===== src/rtl/viterbi_frame_ctrl_if.sv =====
// Control, encoder-drive and decoder-return signals between the frame controller
// (slave side) and the encoder/channel/decoder environment (master side).
interface viterbi_frame_ctrl_if;
   logic        start_i;
   logic [15:0] seed_i;
   logic [15:0] inj_pos_i;
   logic [3:0]  inj_len_i;
   logic [1:0]  inj_mask_i;
   logic        dec_bit_i;
   logic        enc_en_o;
   logic        enc_bit_o;
   logic [1:0]  err_mask_o;
   logic        busy_o;
   logic        done_o;
   logic [15:0] inj_cnt_o;
   logic [15:0] err_cnt_o;

   modport slave (
      input  start_i, seed_i, inj_pos_i, inj_len_i, inj_mask_i, dec_bit_i,
      output enc_en_o, enc_bit_o, err_mask_o, busy_o, done_o, inj_cnt_o, err_cnt_o
   );

   modport master (
      output start_i, seed_i, inj_pos_i, inj_len_i, inj_mask_i, dec_bit_i,
      input  enc_en_o, enc_bit_o, err_mask_o, busy_o, done_o, inj_cnt_o, err_cnt_o
   );
endinterface


===== src/rtl/viterbi_frame_ctrl.sv =====
// Frame sequencer for encoder2 -> channel -> decoder: PRBS frame + zero tail, burst error mask,
// delay-matched decode compare; done_o at start+2+FRAME_LEN+TAIL_LEN+ENC_LAT+DEC_LAT, no backpressure.
module viterbi_frame_ctrl #(
   parameter int FRAME_LEN = 256,
   parameter int TAIL_LEN  = 8,
   parameter int ENC_LAT   = 1,
   parameter int DEC_LAT   = 16
) (
   input  logic                  clk,
   input  logic                  rst_n,
   viterbi_frame_ctrl_if.slave   bus
);

   localparam int          SYM_N      = FRAME_LEN + TAIL_LEN;
   localparam int          PIPE       = ENC_LAT + DEC_LAT;
   localparam logic [15:0] LAST_SYM   = 16'(SYM_N - 1);
   localparam logic [15:0] DATA_END   = 16'(FRAME_LEN);
   // Drain spans the line depth plus the encoder output register and the compare register.
   localparam logic [15:0] DRAIN_LAST = 16'(PIPE + 1);
   localparam logic [15:0] LFSR_INIT  = 16'hACE1;

   typedef enum logic [1:0] {
      S_IDLE  = 2'd0,
      S_RUN   = 2'd1,
      S_DRAIN = 2'd2,
      S_DONE  = 2'd3
   } state_t;

   state_t      state_q, state_d;
   logic [15:0] sym_cnt_q, sym_cnt_d;
   logic [15:0] drain_cnt_q, drain_cnt_d;
   logic [15:0] lfsr_q, lfsr_d;
   logic [15:0] pos_q, pos_d;
   logic [3:0]  len_q, len_d;
   logic [1:0]  mask_q, mask_d;
   logic        enc_en_q, enc_en_d;
   logic        enc_bit_q, enc_bit_d;
   logic        data_tag_q, data_tag_d;
   logic [1:0]  sym_mask_q, sym_mask_d;
   logic        busy_q, busy_d;
   logic        done_q, done_d;
   logic [15:0] inj_cnt_q, inj_cnt_d;
   logic [15:0] err_cnt_q, err_cnt_d;

   logic [1:0]  mask_line_q [ENC_LAT];
   logic [2:0]  ref_line_q  [PIPE];

   logic        is_data;
   logic        lfsr_fb;
   logic [16:0] win_end;
   logic        in_win;
   logic [1:0]  mask_pop;
   logic [2:0]  ref_tail;
   logic        bit_err;

   function automatic logic [15:0] sat_add(input logic [15:0] a, input logic [1:0] b);
      logic [16:0] s;
      s = {1'b0, a} + {15'd0, b};
      return s[16] ? 16'hFFFF : s[15:0];
   endfunction

   assign is_data  = (sym_cnt_q < DATA_END);
   assign lfsr_fb  = lfsr_q[0] ^ lfsr_q[2] ^ lfsr_q[3] ^ lfsr_q[5];
   assign win_end  = {1'b0, pos_q} + {13'd0, len_q};
   assign in_win   = (len_q != 4'd0) && (sym_cnt_q >= pos_q) && ({1'b0, sym_cnt_q} < win_end);
   assign mask_pop = {1'b0, mask_q[1]} + {1'b0, mask_q[0]};
   // Tail entry fields: {valid, data-tagged, sent bit}.
   assign ref_tail = ref_line_q[PIPE-1];
   assign bit_err  = ref_tail[2] && ref_tail[1] && (ref_tail[0] != bus.dec_bit_i);

   always_comb begin
      state_d     = state_q;
      sym_cnt_d   = sym_cnt_q;
      drain_cnt_d = drain_cnt_q;
      lfsr_d      = lfsr_q;
      pos_d       = pos_q;
      len_d       = len_q;
      mask_d      = mask_q;
      enc_en_d    = 1'b0;
      enc_bit_d   = 1'b0;
      data_tag_d  = 1'b0;
      sym_mask_d  = 2'b00;
      inj_cnt_d   = inj_cnt_q;
      err_cnt_d   = bit_err ? sat_add(err_cnt_q, 2'd1) : err_cnt_q;

      case (state_q)
         S_IDLE: begin
            if (bus.start_i) begin
               pos_d       = bus.inj_pos_i;
               len_d       = bus.inj_len_i;
               mask_d      = bus.inj_mask_i;
               lfsr_d      = (bus.seed_i == 16'd0) ? LFSR_INIT : bus.seed_i;
               sym_cnt_d   = 16'd0;
               inj_cnt_d   = 16'd0;
               err_cnt_d   = 16'd0;
               state_d     = S_RUN;
            end
         end
         S_RUN: begin
            enc_en_d   = 1'b1;
            data_tag_d = is_data;
            enc_bit_d  = is_data & lfsr_q[0];
            if (is_data) begin
               lfsr_d = {lfsr_fb, lfsr_q[15:1]};
            end
            if (in_win) begin
               sym_mask_d = mask_q;
               inj_cnt_d  = sat_add(inj_cnt_q, mask_pop);
            end
            sym_cnt_d = sym_cnt_q + 16'd1;
            if (sym_cnt_q == LAST_SYM) begin
               drain_cnt_d = 16'd0;
               state_d     = S_DRAIN;
            end
         end
         S_DRAIN: begin
            drain_cnt_d = drain_cnt_q + 16'd1;
            if (drain_cnt_q == DRAIN_LAST) begin
               state_d = S_DONE;
            end
         end
         S_DONE: begin
            state_d = S_IDLE;
         end
         default: begin
            state_d = S_IDLE;
         end
      endcase

      busy_d = (state_d != S_IDLE);
      done_d = (state_d == S_DONE);
   end

   always_ff @(posedge clk or negedge rst_n) begin
      if (!rst_n) begin
         state_q     <= S_IDLE;
         sym_cnt_q   <= 16'd0;
         drain_cnt_q <= 16'd0;
         lfsr_q      <= LFSR_INIT;
         pos_q       <= 16'd0;
         len_q       <= 4'd0;
         mask_q      <= 2'b00;
         enc_en_q    <= 1'b0;
         enc_bit_q   <= 1'b0;
         data_tag_q  <= 1'b0;
         sym_mask_q  <= 2'b00;
         busy_q      <= 1'b0;
         done_q      <= 1'b0;
         inj_cnt_q   <= 16'd0;
         err_cnt_q   <= 16'd0;
      end else begin
         state_q     <= state_d;
         sym_cnt_q   <= sym_cnt_d;
         drain_cnt_q <= drain_cnt_d;
         lfsr_q      <= lfsr_d;
         pos_q       <= pos_d;
         len_q       <= len_d;
         mask_q      <= mask_d;
         enc_en_q    <= enc_en_d;
         enc_bit_q   <= enc_bit_d;
         data_tag_q  <= data_tag_d;
         sym_mask_q  <= sym_mask_d;
         busy_q      <= busy_d;
         done_q      <= done_d;
         inj_cnt_q   <= inj_cnt_d;
         err_cnt_q   <= err_cnt_d;
      end
   end

   // Mask line delays the per-symbol mask onto the encoder's output symbol; ENC_LAT >= 1.
   always_ff @(posedge clk or negedge rst_n) begin
      if (!rst_n) begin
         for (int i = 0; i < ENC_LAT; i++) begin
            mask_line_q[i] <= 2'b00;
         end
      end else begin
         mask_line_q[0] <= sym_mask_q;
         for (int i = 1; i < ENC_LAT; i++) begin
            mask_line_q[i] <= mask_line_q[i-1];
         end
      end
   end

   always_ff @(posedge clk or negedge rst_n) begin
      if (!rst_n) begin
         for (int i = 0; i < PIPE; i++) begin
            ref_line_q[i] <= 3'b000;
         end
      end else begin
         ref_line_q[0] <= {enc_en_q, data_tag_q, enc_bit_q};
         for (int i = 1; i < PIPE; i++) begin
            ref_line_q[i] <= ref_line_q[i-1];
         end
      end
   end

   assign bus.enc_en_o   = enc_en_q;
   assign bus.enc_bit_o  = enc_bit_q;
   assign bus.err_mask_o = mask_line_q[ENC_LAT-1];
   assign bus.busy_o     = busy_q;
   assign bus.done_o     = done_q;
   assign bus.inj_cnt_o  = inj_cnt_q;
   assign bus.err_cnt_o  = err_cnt_q;

endmodule


===== src/flat_wrapper.sv =====
// flat-port wrapper written by rule: the top's interface ports become plain ports
module viterbi_frame_ctrl_flat 
#(
   parameter int FRAME_LEN = 256,
   parameter int TAIL_LEN  = 8,
   parameter int ENC_LAT   = 1,
   parameter int DEC_LAT   = 16
)
  (clk, rst_n, bus_start_i, bus_seed_i, bus_inj_pos_i, bus_inj_len_i, bus_inj_mask_i, bus_dec_bit_i, bus_enc_en_o, bus_enc_bit_o, bus_err_mask_o, bus_busy_o, bus_done_o, bus_inj_cnt_o, bus_err_cnt_o);
  viterbi_frame_ctrl_if bus_i ();
  input  logic clk;
  input  logic rst_n;
  input wire logic [$bits(bus_i.start_i)-1:0] bus_start_i;
  input wire logic [$bits(bus_i.seed_i)-1:0] bus_seed_i;
  input wire logic [$bits(bus_i.inj_pos_i)-1:0] bus_inj_pos_i;
  input wire logic [$bits(bus_i.inj_len_i)-1:0] bus_inj_len_i;
  input wire logic [$bits(bus_i.inj_mask_i)-1:0] bus_inj_mask_i;
  input wire logic [$bits(bus_i.dec_bit_i)-1:0] bus_dec_bit_i;
  output wire logic [$bits(bus_i.enc_en_o)-1:0] bus_enc_en_o;
  output wire logic [$bits(bus_i.enc_bit_o)-1:0] bus_enc_bit_o;
  output wire logic [$bits(bus_i.err_mask_o)-1:0] bus_err_mask_o;
  output wire logic [$bits(bus_i.busy_o)-1:0] bus_busy_o;
  output wire logic [$bits(bus_i.done_o)-1:0] bus_done_o;
  output wire logic [$bits(bus_i.inj_cnt_o)-1:0] bus_inj_cnt_o;
  output wire logic [$bits(bus_i.err_cnt_o)-1:0] bus_err_cnt_o;
  assign bus_i.start_i = bus_start_i;
  assign bus_i.seed_i = bus_seed_i;
  assign bus_i.inj_pos_i = bus_inj_pos_i;
  assign bus_i.inj_len_i = bus_inj_len_i;
  assign bus_i.inj_mask_i = bus_inj_mask_i;
  assign bus_i.dec_bit_i = bus_dec_bit_i;
  assign bus_enc_en_o = bus_i.enc_en_o;
  assign bus_enc_bit_o = bus_i.enc_bit_o;
  assign bus_err_mask_o = bus_i.err_mask_o;
  assign bus_busy_o = bus_i.busy_o;
  assign bus_done_o = bus_i.done_o;
  assign bus_inj_cnt_o = bus_i.inj_cnt_o;
  assign bus_err_cnt_o = bus_i.err_cnt_o;
  viterbi_frame_ctrl #(.FRAME_LEN(FRAME_LEN), .TAIL_LEN(TAIL_LEN), .ENC_LAT(ENC_LAT), .DEC_LAT(DEC_LAT)) u_core (.clk(clk), .rst_n(rst_n), .bus(bus_i));
endmodule

===== config.mk =====
export PLATFORM = sky130hd
export DESIGN_NAME = viterbi_frame_ctrl_flat
export DESIGN_NICKNAME = d
export VERILOG_FILES = /design/src/rtl/viterbi_frame_ctrl_if.sv /design/src/rtl/viterbi_frame_ctrl.sv /design/src/flat_wrapper.sv
export SDC_FILE = /design/constraint.sdc
export NUM_CORES = 1
export LEC_CHECK = 0
export CORE_ASPECT_RATIO = 0.9
export CORE_MARGIN = 2
export CORE_UTILIZATION = 48
export CTS_CLUSTER_SIZE = 10
export DETAILED_ROUTE_END_ITERATION = 10
export PLACE_DENSITY = 0.76
export SKIP_CTS_REPAIR_TIMING = 1
export SKIP_LAST_GASP = 1
export SLEW_MARGIN = 20
export SYNTH_ARGS = -nofsm -noshare
export SYNTH_HDL_FRONTEND = slang
export SYNTH_SLANG_ARGS = --single-unit

===== constraint.sdc =====
create_clock -name clk -period 3.4 [get_ports clk]
set_input_delay 0.34 -clock clk [delete_from_list [all_inputs] [get_ports clk]]
set_output_delay 0.34 -clock clk [all_outputs]
set_load 0.1 [all_outputs]

==> qor_table.md, run 1 <==
| Quantity | This run |
|:---|:---|
| Run status | complete, but fails checks |
| Violations in the final reports | hold timing |
| CP max stage cell | sky130_fd_sc_hd__dfrtp_1 |
| Max-slew headroom at the worst pin | 0.290 |
| Cts bufs inserted | 17 |
| Final Hold Vio Count | 17 |
| HPWL Detailed | 11,300 um |
| Detail-routed net length per standard cell | 16.1 um |
| Net count of the finished layout | 921 |
| Clock latency reported for the late side of the worst-skew pair | 0.43 ns |
| VDD IR max | 0.676 mV |
| Post-synthesis sequential area ratio | 0.528 |
| Worst-Margin Slew | 1.06 ns |
| Biggest cell delay along the critical path | 0.43 ns |
| Number of flops mapped to enable cells by yosys | 0 |
| Nature of the critical path endpoint | flip-flop |
| Deepest clock path buffer count | 2 |
| Number of inserted diodes | 0 |
| Cell chosen for the clock root | sky130_fd_sc_hd__clkbuf_16 |
| Portion of the clock cycle consumed by the worst path in the final layout | 0.959 |
| Layout overhead on the synthesized area | 23.6% |
| Number of global-route vias before repair | 5,912 |
| Remaining routing DRC violations | 0 |
| TritonCTS clock tree | done |
| Final std cell area, no fill | 9620 um2 |
| Largest delay contributor family on the critical path | compound AO/OA/AOI/OAI gates |
| Vertical die dimension | 125 um |
| Worst Skew | 0.0178 ns |
| Overall routing resource usage | 0.206 |
| Worst Hold Slack | -0.0395 ns |
| P_leak | 4.26 nW |
| Power per cell area | 772 nW/um2 |
| Post-synthesis net count | 831 |
| Worst path bufs/invs | 2 |
| Class of the most critical hold timing path | in2async |
| Filler Cell Count | 1,324 |
| Number of detailed-route iterations in the first pass | 5 |
| DIE WIDTH | 138 um |
| Vias | 5,867 |
| Count of routing violations after the opening detailed-route iteration | 421 |
| First-pass GRT wire length | 29,000 um |
| Minimum clock period after layout | 3.26 ns |
| Max-cap violations | 0 |
| Startpoint class of the critical path | flip-flop |
| Endpoint arrival time on the critical path | 3.59 ns |
| Last weighted congestion value of the routability-driven placer | 0.868 |
| Setup crit start | u_core.pos_q[1]$_DFFE_PN0P_ |
| Count of standard-cell rows | 44 |
| Effective utilization at floorplan | 0.486 |
| Antenna violations before repair | 0 |
| Fin. max-slew vios | 0 |
| CP max FO | 5 |
| Critical R2R Launch | u_core.pos_q[1]$_DFFE_PN0P_ |
| Placeable Area | 16,000 um2 |
| Post-route ant nets | 0 |
| Grt total ovfl | 0 |
| Crit Path Category | reg2reg |
| Post-synthesis cell count | 747 |
| FF-to-FF setup slack | 0.14 ns |
| Count of different cell masters after synthesis | 57 |
| Cell area after placement | 8830 um2 |
| WP data required | 3.73 ns |
| Flop and latch count out of synthesis | 164 |
| CTS H-Tree Depth | 4 |
| Proportion of layout cells with a drive suffix above 1 | 0.104 |
| Count of pins on the block boundary | 80 |
| Flip-flop and latch area | 4120 um2 |
| Post-detailed-routing wire length | 17,000 um |
| Fraction of registers with async set or reset after synthesis | 1.00 |
| Count of clock tree sinks | 164 |
| Unrepaired setup endpoints after global routing | true |
| Pin count of the biggest net entering global routing | 89 |
| Ys flop type | sky130_fd_sc_hd__dfrtp_1 |
| Ordered cell list for the critical path | ha_4 -> a21o_1 -> a21oi_2 -> o21bai_2 -> nor2b_4 -> and3_4 -> xnor2_2 -> ha_1 -> nand3_2 -> nor2_2 -> nor4_2 -> o21ai_2 -> a211oi_4 -> buf_6 -> buf_12 -> mux2i_1 |
| Die area | 17,300 um2 |
| Max Clk Rate | 0.307 GHz |
| Post-Syn Area per Cell | 10.4 um2 |
| Total standard cell area after synthesis | 7790 um2 |
| Warning count from the yosys run | 0 |
| Clock transition at path regs | 0.07 ns |
| Port Buffers | 79 |
| Final setup violation count | 0 |
| Multi-input gate area | 3520 um2 |
| Vias per cell | 5.55 |
-- worst paths after layout --
kind / to / cells past startpoint
worst min-delay path: u_core.bus.err_cnt_o[2]$_DFF_PN0_ / 1
worst max register to register: u_core.bus.inj_cnt_o[4]$_DFFE_PN0P_ / 16
min in group clk: u_core.bus.err_mask_o[0]$_DFF_PN0_ / 0
worst min register to register: u_core.bus.err_mask_o[0]$_DFF_PN0_ / 0
worst max-delay path: u_core.bus.inj_cnt_o[4]$_DFFE_PN0P_ / 16
max in group asynchronous: u_core.lfsr_q[6]$_DFFE_PN1P_ / 2
-- logic make-up (layout without fill, tap and decap cells) --
kind of cell / count (synthesis) / after routing / share of synthesized area
simple gates: 259 / 259 / 0.169
buf+inv: 57 / 160 / 0.0296
compound gates: 151 / 151 / 0.116
fa+ha+maj: 42 / 42 / 0.0694
flops: 164 / 164 / 0.528
xor+xnor: 46 / 46 / 0.0517
mux: 28 / 28 / 0.0360
-- cells in the mapped netlist (2+ instances only) --
master                      count  area [um2]
sky130_fd_sc_hd__dfrtp_1      156        3900
sky130_fd_sc_hd__nand2_1      108         405
sky130_fd_sc_hd__o21ai_0       76         380
sky130_fd_sc_hd__ha_1          40         500
sky130_fd_sc_hd__nand3_1       36         180
sky130_fd_sc_hd__inv_1         30         113
sky130_fd_sc_hd__xnor2_1       30         263
sky130_fd_sc_hd__nor2_1        29         109
sky130_fd_sc_hd__mux2i_1       28         280
sky130_fd_sc_hd__clkbuf_1      21        78.8
sky130_fd_sc_hd__a21oi_1       20         100
sky130_fd_sc_hd__xor2_1        16         140
sky130_fd_sc_hd__nand4_1       14        87.6
sky130_fd_sc_hd__and3_1        11        68.8
sky130_fd_sc_hd__and4_1        11        96.3
sky130_fd_sc_hd__a31oi_1        9        56.3
sky130_fd_sc_hd__nor4_1         9        56.3
sky130_fd_sc_hd__and2_1         8        50.1
sky130_fd_sc_hd__dfstp_2        8         210
sky130_fd_sc_hd__nor2b_1        8        50.1
sky130_fd_sc_hd__nor3_1         8        40.0
sky130_fd_sc_hd__o22ai_1        8        50.1
sky130_fd_sc_hd__a21o_1         7        52.6
sky130_fd_sc_hd__nand2b_1       5        31.3
sky130_fd_sc_hd__a22oi_1        4        30.0
sky130_fd_sc_hd__a211oi_1       3        22.5
sky130_fd_sc_hd__o211ai_1       3        22.5
sky130_fd_sc_hd__a2111oi_0      2        17.5
sky130_fd_sc_hd__a21oi_2        2        17.5
sky130_fd_sc_hd__a22o_1         2        17.5
sky130_fd_sc_hd__a41oi_1        2        17.5
sky130_fd_sc_hd__buf_6          2        22.5
sky130_fd_sc_hd__fa_1           2        40.0
sky130_fd_sc_hd__inv_2          2        7.51
sky130_fd_sc_hd__nor4_4         2        42.5
sky130_fd_sc_hd__nor4b_1        2        17.5
sky130_fd_sc_hd__o21bai_1       2        15.0
sky130_fd_sc_hd__or4_4          2        22.5
-- layout by cell type (no fill, tap or decap), types with 9 or more instances in the layout --
| cell type | count |
|---|---|
| sky130_fd_sc_hd__nand3_1 | 34 |
| sky130_fd_sc_hd__a21oi_1 | 18 |
| sky130_fd_sc_hd__xor2_1 | 16 |
| sky130_fd_sc_hd__and3_1 | 10 |
| sky130_fd_sc_hd__clkdlybuf4s50_1 | 78 |
| sky130_fd_sc_hd__nand2_1 | 108 |
| sky130_fd_sc_hd__a31oi_1 | 9 |
| sky130_fd_sc_hd__nand4_1 | 14 |
| sky130_fd_sc_hd__ha_1 | 38 |
| sky130_fd_sc_hd__o21ai_0 | 74 |
| sky130_fd_sc_hd__clkbuf_16 | 19 |
| sky130_fd_sc_hd__and4_1 | 11 |
| sky130_fd_sc_hd__nor2_1 | 28 |
| sky130_fd_sc_hd__buf_4 | 11 |
| sky130_fd_sc_hd__xnor2_1 | 29 |
| sky130_fd_sc_hd__mux2i_1 | 28 |
| sky130_fd_sc_hd__dfrtp_1 | 155 |
| sky130_fd_sc_hd__inv_1 | 30 |
-- registers in the layout, indices dropped and copies added, names as in the netlist, 4 cells and up --
signal / count
u_core.bus.inj_cnt_o: 16
u_core.lfsr_q: 16
u_core.bus.err_cnt_o: 16
u_core.drain_cnt_q: 16
u_core.ref_line_q: 48
u_core.pos_q: 16
u_core.len_q: 4
u_core.sym_cnt_q: 16
-- metrics by stage --
stage / cells / power [W] / setup WS, ns / utilization / TNS, ns
floorplan: 747 / 0.00456 / 0.303 / - / 0
global placement: 1017 / 0.00516 / 0.103 / 0.551 / 0
detailed placement: 1017 / 0.00526 / -0.0265 / 0.551 / -0.0338
CTS: 1049 / 0.00727 / -0.0723 / 0.590 / -0.174
global route: 1057 / 0.00797 / -0.0502 / 0.601 / -0.394
finish: 1057 / 0.00743 / 0.139 / 0.601 / 0
-- power by group --
group / internal [W] / total (W) / leakage, nW / switching [W]
Clock: 0.00115 / 0.00199 / 0.301 / 0.000834
Combinational: 0.00109 / 0.00261 / 1.89 / 0.00152
Sequential: 0.00242 / 0.00284 / 2.06 / 0.000415
Total: 0.00466 / 0.00743 / 4.26 / 0.00277
-- worst register-to-register path: stages (launching register included) --
cell	delay [ns]
sky130_fd_sc_hd__dfrtp_1	0.43
sky130_fd_sc_hd__ha_4	0.25
sky130_fd_sc_hd__a21o_1	0.18
sky130_fd_sc_hd__a21oi_2	0.17
sky130_fd_sc_hd__o21bai_2	0.11
sky130_fd_sc_hd__nor2b_4	0.15
sky130_fd_sc_hd__and3_4	0.16
sky130_fd_sc_hd__xnor2_2	0.12
sky130_fd_sc_hd__ha_1	0.33
sky130_fd_sc_hd__nand3_2	0.11
sky130_fd_sc_hd__nor2_2	0.05
sky130_fd_sc_hd__nor4_2	0.29
sky130_fd_sc_hd__o21ai_2	0.12
sky130_fd_sc_hd__a211oi_4	0.22
sky130_fd_sc_hd__buf_6	0.18
sky130_fd_sc_hd__buf_12	0.14
sky130_fd_sc_hd__mux2i_1	0.20
-- per-layer routing --
metal	vias to the layer above	wire length [um]	GRT usage
met1	2885	8220	0.292
li1	2819	-	-
met4	0	201	0.0510
met2	141	7910	0.323
met3	22	655	0.0461
met5	-	0	0
-- layout make-up --
| cell class | count | share of cell area |
|---|---|---|
| clock buffers | 19 | 0.0471 |
| repair buffers | 96 | 0.103 |
| clock inverters | 13 | 0.0169 |
| inverters | 32 | 0.0125 |
| multi-input cells | 526 | 0.366 |
| well taps | 207 | 0.0269 |
| flip-flops and latches | 164 | 0.428 |
No activity file was read; power rests on OpenSTA's default activity.
==> run 2, diff against run 1 <==
==> constraint.sdc (replaced) <==
create_clock -name clk -period 3.6 [get_ports clk]
set_input_delay 0.36 -clock clk [delete_from_list [all_inputs] [get_ports clk]]
set_output_delay 0.36 -clock clk [all_outputs]
set_load 0.1 [all_outputs]
==> qor_table.md, run 2 (synthesized netlist as in run 1, its figures left out) <==
| Quantity | This run | Change |
|:---|:---|:---|
| Run status | complete, but fails checks |  |
| Violations in the final reports | hold timing |  |
| Cts bufs inserted | 17 | unchanged |
| Portion of the clock cycle consumed by the worst path in the final layout | 0.933 | -0.0256 |
| P_leak | 4.17 nW | -2.0% |
| Worst-case setup margin in the final layout | 0.240 ns | +0.100 ns |
| Worst slack at placement | 0.165 ns | +0.191 ns |
| Pin count of the biggest net entering global routing | 88 | -1.1% |
| Clock transition at path regs | 0.07 ns | about the same |
| WP data required | 3.95 ns | +0.22 ns |
| TritonCTS clock tree | done |  |
| Max Clk Rate | 0.298 GHz | -3.0% |
| Final Core Density | 0.587 | -0.0131 |
| Vertical die dimension | 125 um | unchanged |
| Fraction of power spent switching nets | 0.380 | +0.00691 |
| Commonest non-fill, non-tap cell in the layout | sky130_fd_sc_hd__dfrtp_1 |  |
| Minimum clock period after layout | 3.36 ns | +0.0996 ns |
| Proportion of layout cells with a drive suffix above 1 | 0.0806 | -0.0230 |
| Filler Cell Count | 1,364 | +3.0% |
| Detail-routed net length per standard cell | 15.5 um | -3.4% |
| Flip-flop and latch area | 4110 um2 | about the same |
| Fraction of power consumed by the clock network | 0.262 | -0.005 |
| Count of standard-cell rows | 44 | unchanged |
| Net count of the finished layout | 915 | -0.65% |
| Sum of met3 wire segment lengths after detailed routing | 641 um | -2.1% |
| Worst-Margin Slew | 1.08 ns | +0.0147 ns |
| Nature of the critical path endpoint | flip-flop |  |
| Startpoint class of the critical path | flip-flop |  |
| Max-cap violations | 0 | unchanged |
| Final Hold Vio Count | 14 | -3 |
| Endpoint arrival time on the critical path | 3.71 ns | +0.12 ns |
| Routed met2 length | 7290 um | -7.9% |
| Switching power | 0.00256 W | -7.7% |
| Count of pins on the block boundary | 80 | unchanged |
| CTS H-Tree Depth | 4 | unchanged |
| Clock latency reported for the late side of the worst-skew pair | 0.43 ns | about the same |
| Fin. max-slew vios | 0 | unchanged |
| Effective utilization at floorplan | 0.486 | unchanged |
| Power per cell area | 716 nW/um2 | -7.3% |
| Number of standard cells in the layout, taps in and fillers out | 1,051 | -0.57% |
| Die area | 17,300 um2 | unchanged |
| Count of routing violations after the opening detailed-route iteration | 411 | -2.4% |
| Last weighted congestion value of the routability-driven placer | 0.859 | -1.1% |
| Worst Skew | 0.00748 ns | -0.0103 ns |
| Class of the most critical hold timing path | in2async |  |
| Combinational power share | 0.343 | -0.008 |
| Commonest non-fill, non-tap cells in the layout | sky130_fd_sc_hd__dfrtp_1, sky130_fd_sc_hd__nand2_1, sky130_fd_sc_hd__clkdlybuf4s50_1 |  |
| Number of inserted diodes | 0 | unchanged |
| Remaining routing DRC violations | 0 | unchanged |
| DIE WIDTH | 138 um | unchanged |
| VDD IR max | 0.554 mV | -18% |
| Number of detailed-route iterations in the first pass | 5 | unchanged |
| Grt total ovfl | 0 | unchanged |
| Cell-internal power | 0.00418 W | -10% |
| Cell chosen for the clock root | sky130_fd_sc_hd__clkbuf_16 |  |
| Overall routing resource usage | 0.199 | -0.00687 |
| Port Buffers | 79 | unchanged |
| Final setup violation count | 0 | unchanged |
| Top Layer Used | met4 |  |
| Crit Path Category | reg2reg |  |
| Post-route ant nets | 0 | unchanged |
| Count of clock tree sinks | 164 | unchanged |
| Register with the most flip-flops | u_core.ref_line_q |  |
| Placeable Area | 16,000 um2 | unchanged |
| Layout overhead on the synthesized area | 20.9% |  |
| Number of global-route vias before repair | 5,552 | -6.1% |
| Vias | 5,704 | -2.8% |
| Wl on met1 | 8180 um | -0.50% |
| Vias per cell | 5.43 | -2.2% |
| Post-detailed-routing wire length | 16,300 um | -3.9% |
| HPWL Detailed | 11,200 um | -1.1% |
| CP max FO | 18 | +13 |
| Fraction of power consumed by sequential logic | 0.396 | +0.014 |
| Antenna violations before repair | 0 | unchanged |
| Total power of the final layout | 0.00673 W | -9.3% |
| Worst Hold Slack | -0.0258 ns | +0.0137 ns |
| Multi-input gate area | 3460 um2 | -1.8% |
| Deepest clock path buffer count | 2 | unchanged |
| Max-slew headroom at the worst pin | 0.280 | -0.00985 |
| First-pass GRT wire length | 27,800 um | -4.1% |
| Placed cell count | 1,019 | +0.20% |
| Flip-flop count of the largest register, all copies and words added | 48 | unchanged |
[run 2: cell count changes in the layout (fill, tap and decap cells not counted), moves of 2 or more]
cell                         previous run  this run
sky130_fd_sc_hd__nand3_1               34        36
sky130_fd_sc_hd__clkinv_2               0         2
sky130_fd_sc_hd__inv_8                  3         1
sky130_fd_sc_hd__clkbuf_8               2         0
sky130_fd_sc_hd__clkinvlp_4             1         3
sky130_fd_sc_hd__clkbuf_16             19        17
sky130_fd_sc_hd__nand3_2                2         0
sky130_fd_sc_hd__ha_1                  38        40
sky130_fd_sc_hd__buf_6                  3         1
[run 2: critical path, stage by stage, from the launching register on]
cell and delay [ns]:
sky130_fd_sc_hd__dfrtp_1 0.43, sky130_fd_sc_hd__ha_1 0.30, sky130_fd_sc_hd__a21o_1 0.13, sky130_fd_sc_hd__a21oi_2 0.07
sky130_fd_sc_hd__o21bai_1 0.24, sky130_fd_sc_hd__nor2b_4 0.25, sky130_fd_sc_hd__and3_1 0.18, sky130_fd_sc_hd__xnor2_1 0.12
sky130_fd_sc_hd__ha_1 0.26, sky130_fd_sc_hd__nand3_1 0.13, sky130_fd_sc_hd__nor2_1 0.06, sky130_fd_sc_hd__nor4_1 0.23
sky130_fd_sc_hd__o21ai_0 0.17, sky130_fd_sc_hd__a211oi_4 0.27, sky130_fd_sc_hd__buf_12 0.22, sky130_fd_sc_hd__mux2i_1 0.21
[run 2: layout make-up]
class,instances,share of cell area
multi-input cells,526,0.368
repair buffers,90,0.0943
flip-flops and latches,164,0.437
inverters,32,0.0128
well taps,207,0.0275
clock inverters,15,0.0153
clock buffers,17,0.0452
[run 2: path summary, 6_finish.rpt]
| kind | depth (start not counted) | end | slack [ns] | start |
|---|---|---|---|---|
| max reg2reg | 15 | u_core.bus.inj_cnt_o[12]$_DFFE_PN0P_ | 0.24 | u_core.len_q[1]$_DFFE_PN0P_ |
| max | 15 | u_core.bus.inj_cnt_o[12]$_DFFE_PN0P_ | 0.24 | u_core.len_q[1]$_DFFE_PN0P_ |
| min | 1 | u_core.ref_line_q[9]$_DFF_PN0_ | -0.03 | rst_n |
| min in group clk | 0 | u_core.bus.err_mask_o[0]$_DFF_PN0_ | 0.34 | u_core.sym_mask_q[0]$_DFF_PN0_ |
| min reg2reg | 0 | u_core.bus.err_mask_o[0]$_DFF_PN0_ | 0.34 | u_core.sym_mask_q[0]$_DFF_PN0_ |
| max in group asynchronous | 2 | u_core.pos_q[8]$_DFFE_PN0P_ | 2.83 | rst_n |
[run 2: power groups by stage]
| stage | Sequential (W) | Clock (W) | Combinational [W] |
|---|---|---|---|
| detailed placement | 0.00268 | 0 | 0.00227 |
| floorplan | 0.00289 | 0 | 0.00141 |
| global route | 0.00272 | 0.00188 | 0.00261 |
| finish | 0.00266 | 0.00176 | 0.00231 |
| CTS | 0.00266 | 0.00180 | 0.00231 |
| global placement | 0.00268 | 0 | 0.00221 |
[run 2: routing by layer]
metal / vias up / GRT usage
li1: 2816 / -
met3: 18 / 0.0438
met5: - / 0
met4: 0 / 0.0498
met1: 2751 / 0.290
met2: 119 / 0.304
[run 2: stage by stage]
| stage | TNS (ns) | area [um2] |
|---|---|---|
| 3_3_place_gp | 0 | 8830 |
| 3_5_place_dp | 0 | 8830 |
| 5_1_grt | -0.0191 | 9410 |
| 2_1_floorplan | 0 | 7790 |
| 4_1_cts | 0 | 9400 |
| 6_report | 0 | 9410 |
==> run 3, diff against run 2 <==
--- a/config.mk
+++ b/config.mk
@@ -7,10 +7,11 @@
 export LEC_CHECK = 0
 export CORE_ASPECT_RATIO = 0.9
 export CORE_MARGIN = 2
-export CORE_UTILIZATION = 48
+export CORE_UTILIZATION = 50
 export CTS_CLUSTER_SIZE = 10
 export DETAILED_ROUTE_END_ITERATION = 10
-export PLACE_DENSITY = 0.76
+export DONT_BUFFER_PORTS = 1
+export PLACE_DENSITY = 0.72
 export SKIP_CTS_REPAIR_TIMING = 1
 export SKIP_LAST_GASP = 1
 export SLEW_MARGIN = 20
==> qor_table.md, run 3 (synthesized netlist as in run 1, its figures left out) <==
| Quantity | This run | Change |
|:---|:---|:---|
| Minimum clock period after layout | 3.37 ns | +0.0119 ns |
| Antenna violations before repair | 0 | unchanged |
| Class of the most critical hold timing path | in2async |  |
| Run status | complete, but fails checks |  |
| Worst Hold Slack | -0.368 ns | -0.342 ns |
| Post-route ant nets | 0 | unchanged |
| Switching power | 0.00253 W | -1.2% |
| Worst-Margin Slew | 1.10 ns | +0.0190 ns |
| Max-cap violations | 0 | unchanged |
| Met3 demand-to-capacity share in global routing | 0.0686 | +0.0247 |
| Post-detailed-routing wire length | 16,900 um | +3.7% |
| Vertical die dimension | 122 um | -2.0% |
| Fraction of power consumed by the clock network | 0.265 | +0.003 |
| Vias | 5,742 | +0.67% |
| Worst path bufs/invs | 1 | unchanged |
| Number of detailed-route iterations in the first pass | 5 | unchanged |
| Vias per cell | 5.78 | +6.5% |
| Remaining routing DRC violations | 0 | unchanged |
| Most congested layer reported by global routing | met2 |  |
| DIE WIDTH | 136 um | -2.0% |
| Net count of the finished layout | 862 | -5.8% |
| Overall routing resource usage | 0.216 | +0.0177 |
| Cell chosen for the clock root | sky130_fd_sc_hd__clkbuf_16 |  |
| Biggest cell delay along the critical path | 0.43 ns | about the same |
| Die area | 16,600 um2 | -3.9% |
| Startpoint class of the critical path | flip-flop |  |
| Final Hold Vio Count | 164 | +150 |
| Ordered cell list for the critical path | ha_1 -> a21o_1 -> a21oi_2 -> o21bai_1 -> nor2b_2 -> and3_1 -> xnor2_1 -> ha_1 -> nand3_1 -> nor2_1 -> nor4_1 -> o21ai_1 -> a211oi_4 -> buf_12 -> mux2i_1 |  |
| HPWL Detailed | 11,700 um | +4.5% |
| Max-slew headroom at the worst pin | 0.267 | -0.0127 |
| Last weighted congestion value of the routability-driven placer | 0.902 | +5.0% |
| Count of routing violations after the opening detailed-route iteration | 413 | +0.49% |
| Endpoint arrival time on the critical path | 3.71 ns | about the same |
| Pin count of the biggest net entering global routing | 165 | +88% |
| Worst Skew | 0.00641 ns | -0.00107 ns |
| Final setup violation count | 0 | unchanged |
| Largest delay contributor family on the critical path | compound AO/OA/AOI/OAI gates |  |
| M2 GR Usage | 0.340 | +0.0359 |
| Total power of the final layout | 0.00666 W | -1.1% |
| Fraction of power spent switching nets | 0.380 | about the same |
| Commonest non-fill, non-tap cell in the layout | sky130_fd_sc_hd__dfrtp_1 |  |
| Combinational power share | 0.330 | -0.013 |
| Met1 Use GR | 0.285 | -0.00546 |
| Max Clk Rate | 0.297 GHz | -0.35% |
| CTS H-Tree Depth | 4 | unchanged |
| Layout overhead on the synthesized area | 13.2% |  |
| Count of standard-cell rows | 43 | -2.3% |
| Count of pins on the block boundary | 80 | unchanged |
| Dominant cell type by count on the critical path | sky130_fd_sc_hd__ha_1 |  |
| WP data required | 3.94 ns | about the same |
| Fin. max-slew vios | 0 | unchanged |
| Port Buffers | 0 | -100% |
| First-pass GRT wire length | 28,000 um | +0.89% |
| VDD IR max | 0.440 mV | -21% |
| Placeable Area | 15,300 um2 | -4.3% |
| Number of inserted diodes | 0 | unchanged |
| Fraction of power consumed by sequential logic | 0.404 | +0.008 |
| TritonCTS clock tree | done |  |
| Clock latency reported for the late side of the worst-skew pair | 0.42 ns | about the same |
| Clock transition at path regs | 0.06 ns | about the same |
| Number of global-route vias before repair | 5,769 | +3.9% |
| Proportion of layout cells with a drive suffix above 1 | 0.118 | +0.0370 |
| Detail-routed net length per standard cell | 17.0 um | +9.7% |
| Power per cell area | 756 nW/um2 | +5.6% |
| Deepest clock path buffer count | 2 | unchanged |
| Crit Path Category | reg2reg |  |
| Final total negative setup slack | 0 ns | unchanged |
| CP max stage cell | sky130_fd_sc_hd__dfrtp_1 |  |
| Unrepaired setup endpoints after global routing | false |  |
| Violations in the final reports | hold timing |  |
| Effective utilization at floorplan | 0.508 | +0.0218 |
| Register with the most flip-flops | u_core.ref_line_q |  |
| Count of clock tree sinks | 164 | unchanged |
| Commonest non-fill, non-tap cells in the layout | sky130_fd_sc_hd__dfrtp_1, sky130_fd_sc_hd__nand2_1, sky130_fd_sc_hd__o21ai_0 |  |
| Final Core Density | 0.575 | -0.0126 |
| P_leak | 4.03 nW | -3.4% |
| Grt total ovfl | 0 | unchanged |
| Flip-flop count of the largest register, all copies and words added | 48 | unchanged |
| Cts bufs inserted | 17 | unchanged |
| Filler Cell Count | 1,305 | -4.3% |
| Portion of the clock cycle consumed by the worst path in the final layout | 0.937 | +0.00329 |
| CP max FO | 18 | unchanged |
| Nature of the critical path endpoint | flip-flop |  |
| Cell-internal power | 0.00413 W | -1.1% |
==> run 3: cell types whose count changed in the layout (fill, tap and decap cells not counted), sizes merged <==
cell / previous run / this run
buf: 12 / 37
clkbuf: 17 / 18
clkdlybuf4s50: 78 / 0
clkinvlp: 3 / 1
inv: 39 / 40
==> run 3: per-layer routing <==
layer,vias to the layer above,part of all wire
met2,173,0.47
met5,-,0
met4,0,0.015
li1,2697,-
met3,20,0.071
met1,2852,0.44
==> run 3: power by group through the flow <==
stage                     logic [W]  registers (W)  clock network (W)
after global routing        0.00248        0.00275            0.00188
after detailed placement    0.00217        0.00271                  0
after global placement      0.00207        0.00269                  0
final                       0.00220        0.00269            0.00177
after CTS                   0.00220        0.00269            0.00181
after floorplan             0.00141        0.00289                  0
==> run 3: worst register-to-register path, stage by stage, from the launching register on <==
cell                       delay [ns]
sky130_fd_sc_hd__dfrtp_1         0.43
sky130_fd_sc_hd__ha_1            0.33
sky130_fd_sc_hd__a21o_1          0.17
sky130_fd_sc_hd__a21oi_2         0.17
sky130_fd_sc_hd__o21bai_1        0.11
sky130_fd_sc_hd__nor2b_2         0.19
sky130_fd_sc_hd__and3_1          0.18
sky130_fd_sc_hd__xnor2_1         0.16
sky130_fd_sc_hd__ha_1            0.26
sky130_fd_sc_hd__nand3_1         0.13
sky130_fd_sc_hd__nor2_1          0.06
sky130_fd_sc_hd__nor4_1          0.26
sky130_fd_sc_hd__o21ai_1         0.13
sky130_fd_sc_hd__a211oi_4        0.25
sky130_fd_sc_hd__buf_12          0.22
sky130_fd_sc_hd__mux2i_1         0.22
==> run 3: path summary, 6_finish.rpt <==
check / depth (start not counted) / slack, ns / to / from
max: 15 / 0.23 / u_core.bus.inj_cnt_o[0]$_DFFE_PN0P_ / u_core.len_q[1]$_DFFE_PN0P_
min: 0 / -0.37 / u_core.ref_tail[0]$_DFF_PN0_ / rst_n
max reg2reg: 15 / 0.23 / u_core.bus.inj_cnt_o[0]$_DFFE_PN0P_ / u_core.len_q[1]$_DFFE_PN0P_
min reg2reg: 0 / 0.34 / u_core.ref_line_q[23]$_DFF_PN0_ / u_core.ref_line_q[26]$_DFF_PN0_
max in group asynchronous: 0 / 3.75 / u_core.lfsr_q[15]$_DFFE_PN1P_ / rst_n
min in group clk: 2 / 0.05 / u_core.pos_q[10]$_DFFE_PN0P_ / bus_inj_pos_i[10]
==> run 3: cell type report <==
cell class | instances | area [um2] | area share
Clock buffer | 18 | 439 | 0.0498
Clock inverter | 14 | 141 | 0.0160
Inverter | 32 | 120 | 0.0136
Multi-Input combinational cell | 526 | 3460 | 0.392
Sequential cell | 164 | 4110 | 0.467
Tap cell | 202 | 253 | 0.0287
Timing Repair Buffer | 37 | 290 | 0.0329
==> run 3: stage by stage <==
stage | area [um2] | cells | setup WS, ns
floorplan | 7790 | 747 | 0.503
global placement | 8230 | 961 | 0.300
detailed placement | 8230 | 961 | 0.181
CTS | 8810 | 993 | 0.143
global route | 8810 | 993 | 0.0268
finish | 8810 | 993 | 0.228
